==> src/rtl/lru_pkg.sv <==
// Shared definitions for the LRU replacement controller.
//   WAYS   : associativity (one-hot way vectors are WAYS bits wide)
//   IDX_W  : set-index width (2**IDX_W sets)
//   state_e: controller FSM state encoding
package lru_pkg;

    localparam int WAYS  = 8;
    localparam int IDX_W = 7;

    typedef enum logic [2:0] {
        ST_IDLE   = 3'd0,
        ST_LOOKUP = 3'd1,
        ST_REFILL = 3'd2,
        ST_UPDATE = 3'd3,
        ST_RESP   = 3'd4
    } state_e;

endpackage

==> src/rtl/lru_victim_sel.sv <==
// Combinational hit / victim selection for one set.
//   i_valid      : valid bits of the addressed set
//   i_match      : tag-compare result per way
//   i_lru_flag   : one-hot LRU way reported by the LRU store
//   o_hit        : at least one way both matches and is valid
//   o_hit_way    : lowest-index valid match (one-hot, 0 on miss)
//   o_victim_way : lowest invalid way; else the LRU way when it is one-hot;
//                  else the top way
//   o_multi_hit  : more than one valid match
module lru_victim_sel #(
    parameter int WAYS = lru_pkg::WAYS
) (
    input  logic [WAYS-1:0] i_valid,
    input  logic [WAYS-1:0] i_match,
    input  logic [WAYS-1:0] i_lru_flag,
    output logic            o_hit,
    output logic [WAYS-1:0] o_hit_way,
    output logic [WAYS-1:0] o_victim_way,
    output logic            o_multi_hit
);
    import lru_pkg::*;

    localparam logic [WAYS-1:0] TOP_WAY = {1'b1, {(WAYS-1){1'b0}}};

    logic [WAYS-1:0] vmatch;
    logic [WAYS-1:0] invalid;
    logic            flag_onehot;

    // x & -x isolates the lowest set bit, which is the lowest-index way.
    always_comb begin
        vmatch       = i_valid & i_match;
        invalid      = ~i_valid;
        flag_onehot  = (i_lru_flag != '0) &&
                       ((i_lru_flag & (i_lru_flag - WAYS'(1))) == '0);
        o_hit        = (vmatch != '0);
        o_multi_hit  = ((vmatch & (vmatch - WAYS'(1))) != '0);
        o_hit_way    = vmatch & (~vmatch + WAYS'(1));
        if (invalid != '0) begin
            o_victim_way = invalid & (~invalid + WAYS'(1));
        end else if (flag_onehot) begin
            o_victim_way = i_lru_flag;
        end else begin
            o_victim_way = TOP_WAY;
        end
    end

endmodule

==> src/rtl/lru_replace_ctrl.sv <==
// Cache lookup / refill / LRU-update sequencer with per-set valid bits.
// Ports:
//   clk, rst                      : clock, async active-high reset
//   i_req_valid / o_req_ready     : lookup request handshake (ready only in IDLE)
//   i_req_addr_7, i_req_match_8   : set index and tag-compare vector, sampled on accept
//   o_lru_addr_7, i_lru_flag_8    : LRU store address and its one-hot LRU way
//   o_lru_update, o_lru_hit_sig,
//   o_lru_hit_way_8               : one-cycle LRU write (promote way, or rotate)
//   o_refill_valid/way/addr,
//   i_refill_done                 : refill request held until done
//   o_resp_valid/hit/way_8,
//   i_resp_ready                  : response held until consumed
//   o_multi_hit_err               : pulse in LOOKUP on more than one valid match
module lru_replace_ctrl #(
    parameter int WAYS  = lru_pkg::WAYS,
    parameter int IDX_W = lru_pkg::IDX_W
) (
    input  logic             clk,
    input  logic             rst,
    input  logic             i_req_valid,
    output logic             o_req_ready,
    input  logic [IDX_W-1:0] i_req_addr_7,
    input  logic [WAYS-1:0]  i_req_match_8,
    output logic [IDX_W-1:0] o_lru_addr_7,
    output logic [WAYS-1:0]  o_lru_hit_way_8,
    output logic             o_lru_hit_sig,
    output logic             o_lru_update,
    input  logic [WAYS-1:0]  i_lru_flag_8,
    output logic             o_refill_valid,
    output logic [WAYS-1:0]  o_refill_way_8,
    output logic [IDX_W-1:0] o_refill_addr_7,
    input  logic             i_refill_done,
    output logic             o_resp_valid,
    output logic             o_resp_hit,
    output logic [WAYS-1:0]  o_resp_way_8,
    input  logic             i_resp_ready,
    output logic             o_multi_hit_err
);
    import lru_pkg::*;

    localparam int SETS = 1 << IDX_W;

    state_e           state_q, state_d;
    logic [IDX_W-1:0] addr_q, addr_d;
    logic [WAYS-1:0]  match_q, match_d;
    logic [WAYS-1:0]  way_q, way_d;
    logic             hit_q, hit_d;
    // promote_q: the LRU write names a way (hit or fill of an empty way);
    // otherwise the LRU store simply rotates its current LRU way.
    logic             promote_q, promote_d;
    logic [WAYS-1:0]  valid_q [SETS];
    logic [WAYS-1:0]  valid_row;
    logic [WAYS-1:0]  valid_row_d;
    logic             set_valid;
    logic             accept;

    logic             sel_hit;
    logic             sel_multi;
    logic [WAYS-1:0]  sel_hit_way;
    logic [WAYS-1:0]  sel_victim_way;

    assign valid_row = valid_q[addr_q];
    assign accept    = i_req_valid && o_req_ready;

    lru_victim_sel #(.WAYS(WAYS)) u_sel (
        .i_valid      (valid_row),
        .i_match      (match_q),
        .i_lru_flag   (i_lru_flag_8),
        .o_hit        (sel_hit),
        .o_hit_way    (sel_hit_way),
        .o_victim_way (sel_victim_way),
        .o_multi_hit  (sel_multi)
    );

    // State register
    always_ff @(posedge clk or posedge rst) begin
        if (rst) begin
            state_q <= ST_IDLE;
        end else begin
            state_q <= state_d;
        end
    end

    // Next-state logic
    always_comb begin
        state_d = state_q;
        case (state_q)
            ST_IDLE:   if (accept) state_d = ST_LOOKUP;
            ST_LOOKUP: state_d = sel_hit ? ST_UPDATE : ST_REFILL;
            ST_REFILL: if (i_refill_done) state_d = ST_UPDATE;
            ST_UPDATE: state_d = ST_RESP;
            ST_RESP:   if (i_resp_ready) state_d = ST_IDLE;
            default:   state_d = ST_IDLE;
        endcase
    end

    // Request capture and lookup result; outputs are gated by state, so
    // these registers need no reset.
    always_comb begin
        addr_d      = addr_q;
        match_d     = match_q;
        way_d       = way_q;
        hit_d       = hit_q;
        promote_d   = promote_q;
        if (accept) begin
            addr_d  = i_req_addr_7;
            match_d = i_req_match_8;
        end
        if (state_q == ST_LOOKUP) begin
            hit_d     = sel_hit;
            way_d     = sel_hit ? sel_hit_way : sel_victim_way;
            promote_d = sel_hit || (valid_row != '1);
        end
        set_valid   = (state_q == ST_REFILL) && i_refill_done;
        valid_row_d = valid_row | way_q;
    end

    always_ff @(posedge clk) begin
        addr_q    <= addr_d;
        match_q   <= match_d;
        way_q     <= way_d;
        hit_q     <= hit_d;
        promote_q <= promote_d;
    end

    // Valid bits are only ever set by a completed refill; reset clears them.
    always_ff @(posedge clk or posedge rst) begin
        if (rst) begin
            for (int s = 0; s < SETS; s++) begin
                valid_q[s] <= '0;
            end
        end else if (set_valid) begin
            valid_q[addr_q] <= valid_row_d;
        end
    end

    // Output logic
    always_comb begin
        o_req_ready     = 1'b0;
        o_lru_addr_7    = '0;
        o_refill_addr_7 = '0;
        o_lru_hit_way_8 = '0;
        o_lru_hit_sig   = 1'b0;
        o_lru_update    = 1'b0;
        o_refill_valid  = 1'b0;
        o_refill_way_8  = '0;
        o_resp_valid    = 1'b0;
        o_resp_hit      = 1'b0;
        o_resp_way_8    = '0;
        o_multi_hit_err = 1'b0;
        if (state_q != ST_IDLE) begin
            o_lru_addr_7    = addr_q;
            o_refill_addr_7 = addr_q;
        end
        case (state_q)
            ST_IDLE:   o_req_ready = !rst;
            ST_LOOKUP: o_multi_hit_err = sel_multi;
            ST_REFILL: begin
                o_refill_valid = 1'b1;
                o_refill_way_8 = way_q;
            end
            ST_UPDATE: begin
                o_lru_update    = 1'b1;
                o_lru_hit_sig   = promote_q;
                o_lru_hit_way_8 = promote_q ? way_q : '0;
            end
            ST_RESP: begin
                o_resp_valid = 1'b1;
                o_resp_hit   = hit_q;
                o_resp_way_8 = way_q;
            end
            default: ;
        endcase
    end

endmodule

==> config.mk <==
export PLATFORM = sky130hd
export DESIGN_NAME = lru_replace_ctrl
export DESIGN_NICKNAME = d
export VERILOG_FILES = /design/src/rtl/lru_pkg.sv /design/src/rtl/lru_victim_sel.sv /design/src/rtl/lru_replace_ctrl.sv
export SDC_FILE = /design/constraint.sdc
export NUM_CORES = 2
export LEC_CHECK = 0
export CORE_MARGIN = 2
export CORE_UTILIZATION = 40
export CTS_CLUSTER_DIAMETER = 50
export DETAILED_ROUTE_END_ITERATION = 8
export HOLD_SLACK_MARGIN = 0.15
export SYNTH_ARGS = -nofsm -noshare
export SYNTH_HDL_FRONTEND = slang
export SYNTH_SLANG_ARGS = --single-unit
==> constraint.sdc <==
create_clock -name clk -period 47.5 [get_ports clk]
set_input_delay 9.5 -clock clk [delete_from_list [all_inputs] [get_ports clk]]
set_output_delay 9.5 -clock clk [all_outputs]
set_load 0.05 [all_outputs]
==> flow_summary_export.csv <==
group,metric,value,unit
status,status,"complete, but fails checks",
status,violations,"capacitance limit",
die,num_rows,125,
global_route,grt_pass1_vias,35500,
critical_path,path_buf_inv,2,
power_and_ir_drop,peakVddDrop,0.0364,mV
timing,layout_setup_ws,26.81,ns
critical_path,path_common_cell,"clkdlybuf4s50_1",
timing,post-route-min-period,20.69,ns
global_route,grt_use_total,26.3,%
synthesis,synthTopCellsByArea,"dfrtp_1 55%, o21ai_0 9.2%, nand2_1 7.9%",
timing,worst_pin_slew,1.47,ns
synthesis,ys_top_cells_by_count,"1,027 x dfrtp_1, 983 x nand2_1, 856 x o21ai_0",
synthesis,post-synth-top-count-cell,"dfrtp_1",
critical_path,max_stage_delay,0.87,ns
run,maxCapViolCount,1,
placed_design,gp_congestion,0.884,
route,drt-total-wl,156000,um
clock_tree,post_cts_resized,0,
clock_tree,clock_latency,0.77,ns
cells_and_area,design_area,52500,sq um
route,wl_per_cell,25.2,um
clock_tree,cts_hold_repair.buffers,0,
synthesis,ys_types,83,
critical_path,path_cells,"clkdlybuf4s50_1, nor4_1, clkdlybuf4s50_1",
critical_path,worstSetupEndpointType,"primary output",
synthesis,synth_top_cell_area_share,55.1,%
die,fp.dieW,345,um
synthesis,synthArstFlopShare,97.6,%
global_route,grt_max_degree,179,
clock_tree,cts.sinks,1052,
synthesis,syn_inst,4712,
synthesis,synth_edf_count,25,
synthesis,ys_ff_latch,1052,
timing,finalSetupViolCount,0,
synthesis,postSynthAreaPerCell,9.90,sq um
timing,grt_setup_unrepaired,"false",
synthesis,synth_flop_cell,"dfrtp_1",
cells_and_area,nNetsFinal,4614,
timing,relSlewSlack,1.00,%
route,drt_iter0_drc,4215,
route,vias_per_cell,5.89,
clock_tree,cts_tree,"yes",
critical_path,worstPathRequired,38.00,ns
die,ioPinCount,73,
power_and_ir_drop,powerDensity,48.5,nW/um^2
timing,slew_viol_final,0,
clock_tree,h-tree-depth,4,
hold_path,hold_path_class,"flop to flop",
timing,finalHoldViolCount,0,
placed_design,dpl_cell_area,48200,sq um
timing,fmax,0.0483,GHz
synthesis,synth_fp_nets,4740,
synthesis,yosysWarnings,0,
global_route,grt_antenna_before_repair,0,
global_route,grt_pass1_wl,237000,um
route,via_count,36600,
synthesis,syn_area,46600,sq um
die,dieHeight,345,um
critical_path,cp_top_family,"buffers and inverters",
die,die_area,119000,sq um
power_and_ir_drop,power,2.55,mW
synthesis,ys_seq_area_share,56.7,%
critical_path,crit_type,"input pin to primary output",
critical_path,crit_path_start_kind,"input pin",
timing,final.setup.tns,0,ns
clock_tree,cts_made_buffers,131,
placed_design,pre_cts_slack,26.81,ns
placed_design,io_buffers,72,
cells_and_area,fin_util,45.3,%
placed_design,dp_hpwl,92800,um
critical_path,crit_fanout,2,
clock_tree,path_clk_slew,0.06,ns
cells_and_area,area_growth,12.6,%
timing,period_share,43.6,%
clock_tree,root_buffer,"clkbuf_16",
clock_tree,clock_path_buffers,3,
global_route,gr-total-overflow,0,
route,drc,0,
route,ant_nets,0,
cells_and_area,drive_gt1_share,9.94,%
die,start_util,40.2,%
clock_tree,post_cts_buffers,0,
critical_path,slowest_stage,"clkdlybuf4s50_1",
route,drt_first_pass_iters,7,
die,core,116000,sq um
power_and_ir_drop,leakage,23.0,nW
synthesis,synth_top_area_cell,"dfrtp_1",
timing,finClkSkew,0.0434,ns
critical_path,cp.arrival,11.19,ns
## flip-flops by register name, indices dropped and copies added (netlist names)
signal / cells
addr_q: 7
hit_q: 1
match_q: 8
promote_q: 1
state_q: 3
valid_q: 1024
way_q: 8
## metrics by stage
step / hold WS [ns] / instances
after floorplan: 0.442 / 4712
after global placement: 0.454 / 5977
after global routing: 0.486 / 6211
after CTS: 0.475 / 6211
after detailed placement: 0.463 / 5977
final: 0.472 / 6213
## cells in the final DEF (no fill, tap or decap), types with 74 or more instances in the layout
| master | n |
|---|---|
| nor2_1 | 320 |
| o21ai_0 | 856 |
| buf_4 | 76 |
| mux2i_1 | 74 |
| a221oi_1 | 149 |
| dfrtp_1 | 1027 |
| a21oi_1 | 267 |
| nand2_1 | 983 |
| a22oi_1 | 82 |
| clkbuf_16 | 136 |
## layer usage
metal | share of wire (%) | vias up | track usage, %
li1 | - | 16400 | -
met1 | 42 | 18100 | 37.0
met2 | 44 | 1752 | 39.2
met3 | 9.0 | 369 | 5.40
met4 | 4.3 | 0 | 11.7
met5 | 0 | - | 0
## cell type report
cell class              count  area (sq um)
diodes                      2          5.00
inverters                  14          62.6
clock inverters            44           450
well taps                1524          1910
repair buffers            154          1410
clock buffers             190          3840
fillers                 11000         63400
multi-input cells        3233         18400
flip-flops and latches   1052         26500
## final timing paths
check / start / end / slack, ns / cells after the start
worst max-delay path: rst / o_req_ready / 26.81 / 3
worst min-delay path: valid_q[716] / valid_q[716] / 0.47 / 2
worst max register to register: addr_q[0] / valid_q[351] / 40.68 / 12
worst min register to register: valid_q[716] / valid_q[716] / 0.47 / 2
max in group asynchronous: rst / valid_q[115] / 34.89 / 5
min in group asynchronous: rst / state_q[0] / 9.36 / 2
## worst min-delay path: stages (launching register included)
cell and delay [ns]:
dfrtp_1 0.33, nand2_1 0.04, o21ai_0 0.06
## where the power goes
part           leakage, nW  internal, mW  switching, mW
combinational         6.40         0.136          0.360
clock                 2.09         0.590          0.398
sequential            14.5          1.00         0.0593
## kinds of logic after synthesis
group / Yosys count / share of synthesized area [%]
AOI/OAI and AO/OA: 1559 / 19.9
and+or+nand+nor: 1459 / 12.6
DFF: 1052 / 56.7
buffers and inverters: 427 / 4.18
muxes: 213 / 6.59
xor gates and xnor gates: 1 / 0.0188
adders and majority gates: 1 / 0.0215
Power figures use the tool's default switching activity.
